--- src/rtl/alu_pkg.sv ---
// Shared types and constants for the ALU instruction sequencer.
package alu_pkg;

   localparam int DATA_W = 4;
   localparam int REG_N  = 4;
   localparam int ADDR_W = $clog2(REG_N);

   typedef enum logic [2:0] {
      OP_ADD = 3'b000,
      OP_SUB = 3'b001,
      OP_AND = 3'b010,
      OP_OR  = 3'b011,
      OP_NOT = 3'b100
   } op_e;

   typedef enum logic [1:0] {
      S_IDLE = 2'd0,
      S_EXEC = 2'd1,
      S_WB   = 2'd2
   } state_e;

   // Codes above NOT A (101..111) have no ALU meaning and are rejected.
   function automatic logic isOpLegal(input logic [2:0] op);
      return (op <= OP_NOT);
   endfunction

endpackage

--- src/rtl/alu_regfile.sv ---
// Four-entry register file: two combinational read ports, one clocked write
// port. Every entry is writable; there is no hardwired zero register.
module alu_regfile
   import alu_pkg::*;
(
   input  logic              clk,
   input  logic              rst,
   input  logic [ADDR_W-1:0] i_raddr1,
   input  logic [ADDR_W-1:0] i_raddr2,
   output logic [DATA_W-1:0] o_rdata1,
   output logic [DATA_W-1:0] o_rdata2,
   input  logic              i_we,
   input  logic [ADDR_W-1:0] i_waddr,
   input  logic [DATA_W-1:0] i_wdata
);

   logic [DATA_W-1:0] r_mem [REG_N];

   // Storage array: cleared on reset, one entry written per enabled edge.
   always_ff @(posedge clk or posedge rst) begin
      if (rst) begin
         for (int i = 0; i < REG_N; i++) begin
            r_mem[i] <= '0;
         end
      end else if (i_we) begin
         r_mem[i_waddr] <= i_wdata;
      end
   end

   assign o_rdata1 = r_mem[i_raddr1];
   assign o_rdata2 = r_mem[i_raddr2];

endmodule

--- src/rtl/alu_seq.sv ---
// Three-state instruction sequencer around an external combinational ALU.
// An accepted instruction latches its operands (IDLE), lets the ALU settle
// for one cycle and captures its output (EXEC), then presents and commits
// the result to the register file (WB).
module alu_seq
   import alu_pkg::*;
(
   input  logic              clk,
   input  logic              rst,
   input  logic              instr_valid,
   output logic              instr_ready,
   input  logic [2:0]        instr_op,
   input  logic [ADDR_W-1:0] instr_rd,
   input  logic [ADDR_W-1:0] instr_rs1,
   input  logic [ADDR_W-1:0] instr_rs2,
   input  logic              instr_imm_en,
   input  logic [DATA_W-1:0] instr_imm,
   output logic [DATA_W-1:0] A,
   output logic [DATA_W-1:0] B,
   output logic [2:0]        ALU_Sel,
   input  logic [DATA_W-1:0] ALU_Out,
   output logic              wb_valid,
   output logic [ADDR_W-1:0] wb_rd,
   output logic [DATA_W-1:0] wb_data,
   output logic              zero,
   output logic              err
);

   state_e            r_state;
   state_e            w_nextState;
   logic              w_ready;
   logic              w_accept;
   logic              w_wbValid;
   logic              w_err;
   logic              w_we;
   logic              w_capture;
   logic [DATA_W-1:0] w_rdata1;
   logic [DATA_W-1:0] w_rdata2;

   logic [DATA_W-1:0] r_a;
   logic [DATA_W-1:0] r_b;
   logic [2:0]        r_sel;
   logic [ADDR_W-1:0] r_rd;
   logic [DATA_W-1:0] r_result;
   logic [ADDR_W-1:0] r_wbRd;
   logic              r_zero;

   alu_regfile u_regfile (
      .clk      (clk),
      .rst      (rst),
      .i_raddr1 (instr_rs1),
      .i_raddr2 (instr_rs2),
      .o_rdata1 (w_rdata1),
      .o_rdata2 (w_rdata2),
      .i_we     (w_we),
      .i_waddr  (r_wbRd),
      .i_wdata  (r_result)
   );

   // State register; reset aborts any in-flight instruction.
   always_ff @(posedge clk or posedge rst) begin
      if (rst) begin
         r_state <= S_IDLE;
      end else begin
         r_state <= w_nextState;
      end
   end

   // Next-state and per-state strobes; an illegal op skips WB and flags err.
   always_comb begin
      w_nextState = r_state;
      w_ready     = 1'b0;
      w_wbValid   = 1'b0;
      w_err       = 1'b0;
      w_we        = 1'b0;
      case (r_state)
         S_IDLE: begin
            w_ready = 1'b1;
            if (instr_valid) begin
               w_nextState = S_EXEC;
            end
         end
         S_EXEC: begin
            if (isOpLegal(r_sel)) begin
               w_nextState = S_WB;
            end else begin
               w_err       = 1'b1;
               w_nextState = S_IDLE;
            end
         end
         S_WB: begin
            w_wbValid   = 1'b1;
            w_we        = 1'b1;
            w_nextState = S_IDLE;
         end
         default: begin
            w_nextState = S_IDLE;
         end
      endcase
   end

   assign w_accept  = instr_valid & w_ready;
   assign w_capture = (r_state == S_EXEC) && isOpLegal(r_sel);

   // Operand latch: sources are read at acceptance and then held steady for
   // the ALU until the next instruction is taken.
   always_ff @(posedge clk or posedge rst) begin
      if (rst) begin
         r_a   <= '0;
         r_b   <= '0;
         r_sel <= '0;
         r_rd  <= '0;
      end else if (w_accept) begin
         r_a   <= w_rdata1;
         r_b   <= instr_imm_en ? instr_imm : w_rdata2;
         r_sel <= instr_op;
         r_rd  <= instr_rd;
      end
   end

   // Result capture at the end of EXEC; wb_rd keeps its own copy so it does
   // not follow the next instruction's destination outside WB.
   always_ff @(posedge clk or posedge rst) begin
      if (rst) begin
         r_result <= '0;
         r_wbRd   <= '0;
      end else if (w_capture) begin
         r_result <= ALU_Out;
         r_wbRd   <= r_rd;
      end
   end

   // Zero flag tracks the value committed to the register file.
   always_ff @(posedge clk or posedge rst) begin
      if (rst) begin
         r_zero <= 1'b0;
      end else if (w_we) begin
         r_zero <= (r_result == '0);
      end
   end

   assign instr_ready = w_ready;
   assign A           = r_a;
   assign B           = r_b;
   assign ALU_Sel     = r_sel;
   assign wb_valid    = w_wbValid;
   assign wb_rd       = r_wbRd;
   assign wb_data     = r_result;
   assign zero        = r_zero;
   assign err         = w_err;

endmodule
--- config.mk ---
export PLATFORM = sky130hd
export DESIGN_NAME = alu_seq
export DESIGN_NICKNAME = d
export VERILOG_FILES = /design/src/rtl/alu_pkg.sv /design/src/rtl/alu_regfile.sv /design/src/rtl/alu_seq.sv
export SDC_FILE = /design/constraint.sdc
export NUM_CORES = 1
export LEC_CHECK = 0
export CORE_MARGIN = 4
export CORE_UTILIZATION = 44
export CTS_CLUSTER_DIAMETER = 50
export DETAILED_ROUTE_END_ITERATION = 16
export GPL_TIMING_DRIVEN = 0
export MAX_ROUTING_LAYER = met4
export PLACE_DENSITY = 0.72
export SLEW_MARGIN = 20
export SYNTH_ARGS = -nofsm -noshare
export SYNTH_HDL_FRONTEND = slang
export SYNTH_HIERARCHICAL = 1
export SYNTH_SLANG_ARGS = --single-unit
--- constraint.sdc ---
create_clock -name clk -period 1.58 [get_ports clk]
set_input_delay 0.158 -clock clk [delete_from_list [all_inputs] [get_ports clk]]
set_output_delay 0.158 -clock clk [all_outputs]
set_load 0.05 [all_outputs]
==> impl_metrics.ini <==
[setup_path]
cp.arrival_ns = 1.67
cp.required_ns = 1.75
start_kind = flip-flop
cp_max_fo = 5
critPathKind = flip-flop to flip-flop
cp-end-kind = flip-flop

[synthesis]
synthDistinctLibCells = 20
netlist_instances = 107
ys_warn_count = 6
syn_nets = 128
netlist_area_sq_um = 1710
syn_area_per_cell_sq_um = 16.0
ys_seq_area_frac = 0.557
ys_ff_latch = 38

[finish]
diodes = 0
final_core_util = 0.618
layout-drive-gt1-share = 0.391
mostFrequentLayoutCells = 37 x dfrtp_1, 31 x mux2_2, 19 x clkdlybuf4s50_1
area_growth_pct = 34.4
final_common_cell = dfrtp_1
nets = 176

[floorplanning]
core_sq_um = 3720
ios = 42
row_count = 22
die-area_sq_um = 4940
start_util = 0.460
die_h_microns = 70.3
die_w_microns = 70.3

[power]
p_seq_frac = 0.362
vdd_drop_max_mv = 1.31
switchingPower_mw = 2.07
swShare = 0.404
combinationalPowerShare = 0.444
power_mw = 5.12
p_int_mw = 3.05
p_leak_nw = 1.02
powerDensity_nw_per_um2 = 2230
p_clk_frac = 0.194

[detailed_routing]
vias = 1065
routed_wl_microns = 3190
drt_first_iter_violations = 43
routed_via_density = 5.22
wl_per_cell_microns = 15.6
drt_first_pass_iters = 4
route.detailed.drc = 0
antenna_left = 0

[global_routing]
use_met2 = 0.234
grt_pass1_vias = 1145
grt-ovfl-total = 0
met1_usage = 0.170
grt_pass1_wl_microns = 5410
track_usage = 0.147
grt_busiest_layer = met2
grt_max_degree = 23
grt_use_met3 = 0.0475
antenna_found_initial = 0

[sta]
clock_skew_ns = 0.00657
rsz0062_at_grt = false
tightest_slew_ns = 0.784
fmaxAchievable_ghz = 0.669
period_minus_slack_ns = 1.50
setup_violations = 0
slew_headroom = 0.477
period_share = 0.947
maxSlewViolCount = 0
whs_ns = 0.273
setup_total_negative_slack_ns = 0
hold_viol_final = 0

[placement]
port_buffers = 40
gp_congestion = 0.768
dp_hpwl_microns = 2560

[clocking]
root_buffer = clkbuf_8
clock_path_buffers = 2
cts_tree = yes
postCtsHoldBufs = 0
clk_latency_ns = 0.29
clk_pin_slew_ns = 0.07
cts_buffers = 5
cts_max_level = 2
cts.sinks = 38

[job]
cap_violations = 0

[status]
status = complete, no violations

[worst_hold_path]
hold_path.class = input pin to async pin
power groups by stage:
| stage | Sequential, mW | Combinational [mW] | Clock, mW |
|---|---|---|---|
| after floorplan | 2.56 | 0.984 | 0 |
| after global placement | 1.84 | 2.44 | 0 |
| after detailed placement | 1.89 | 2.48 | 0 |
| after CTS | 1.86 | 2.31 | 1.02 |
| after global routing | 1.93 | 2.40 | 1.07 |
| final | 1.85 | 2.28 | 0.993 |
state kept, by name, indices dropped and copies added, names as in the netlist:
name	count
A	4
r_state	2
zero	1
r_rd	2
wb_rd	2
ALU_Sel	3
B	4
wb_data	4
u_regfile/r_mem	16
through the flow:
stage	cell area [sq um]	setup WS, ns	instances
3_5_place_dp	2180	-0.132	195
2_1_floorplan	1720	0.0287	107
5_1_grt	2300	0.0261	204
4_1_cts	2300	0.00476	203
6_report	2300	0.0841	204
3_3_place_gp	2180	-0.0988	195
cells by family (layout without fill, tap and decap cells):
kind of cell | count (synthesis) | count (layout) | synth area share
multiplexers | 44 | 44 | 0.342
flip-flops | 38 | 38 | 0.557
AND/OR/NAND/NOR | 14 | 14 | 0.0601
buffers and inverters | 6 | 55 | 0.0242
AO/OA/AOI/OAI | 5 | 5 | 0.0169
cell type report:
type                    instances  area, sq um
repair buffers                 41          370
fillers                       309         1420
clock buffers                   6         82.6
clock inverters                 2         60.1
multi-input cells              63          729
well taps                      48         60.1
flip-flops and latches         38          952
plain buffers                   3         30.0
inverters                       3         11.3
path summary, 6_finish.rpt:
| check | start | depth (start not counted) | end | slack, ns |
|---|---|---|---|---|
| setup reg to reg | r_state[0] | 3 | u_regfile/r_mem[12] | 0.08 |
| hold / removal | rst | 2 | u_regfile/r_mem[0] | 0.27 |
| min in group clk | instr_imm_en | 3 | B[1] | 0.32 |
| setup / recovery | r_state[0] | 3 | u_regfile/r_mem[12] | 0.08 |
| max in group asynchronous | rst | 2 | r_state[0] | 0.69 |
| hold reg to reg | A[2] | 1 | A[2] | 0.50 |
Yosys cell counts:
library cell	number	area, sq um
mux2_4	1	15.0
buf_6	1	11.3
nor3b_4	1	18.8
o21ai_2	1	8.76
a21oi_1	4	20.0
nand3_1	1	5.00
nand3b_2	1	11.3
buf_8	1	15.0
nand3b_1	2	15.0
nor4_1	1	6.26
nor2_1	5	18.8
inv_1	3	11.3
dfrtp_1	38	951
mux4_2	8	180
mux2_2	31	349
nor3b_1	1	7.51
buf_1	1	3.75
mux2i_1	4	40.0
nor3b_2	1	12.5
and2b_1	1	7.51
per-layer routing:
layer | vias to the layer above | part of all wire
met5 | - | 0
met4 | 0 | 0.020
met3 | 5 | 0.054
met2 | 31 | 0.53
met1 | 537 | 0.40
li1 | 492 | -
repair_timing:
item / in CTS / in global routing
gates resized for setup: 25 / 7
endpoints found under the setup margin: 21 / 7
pin swaps: 0 / 0
setup buffers: 0 / 1
critical path, stage by stage, from the launching register on:
cell     delay, ns
dfrtp_2       0.44
and2b_4       0.27
nor3b_4       0.30
mux2_2        0.37
No activity file was read; power rests on OpenSTA's default activity.
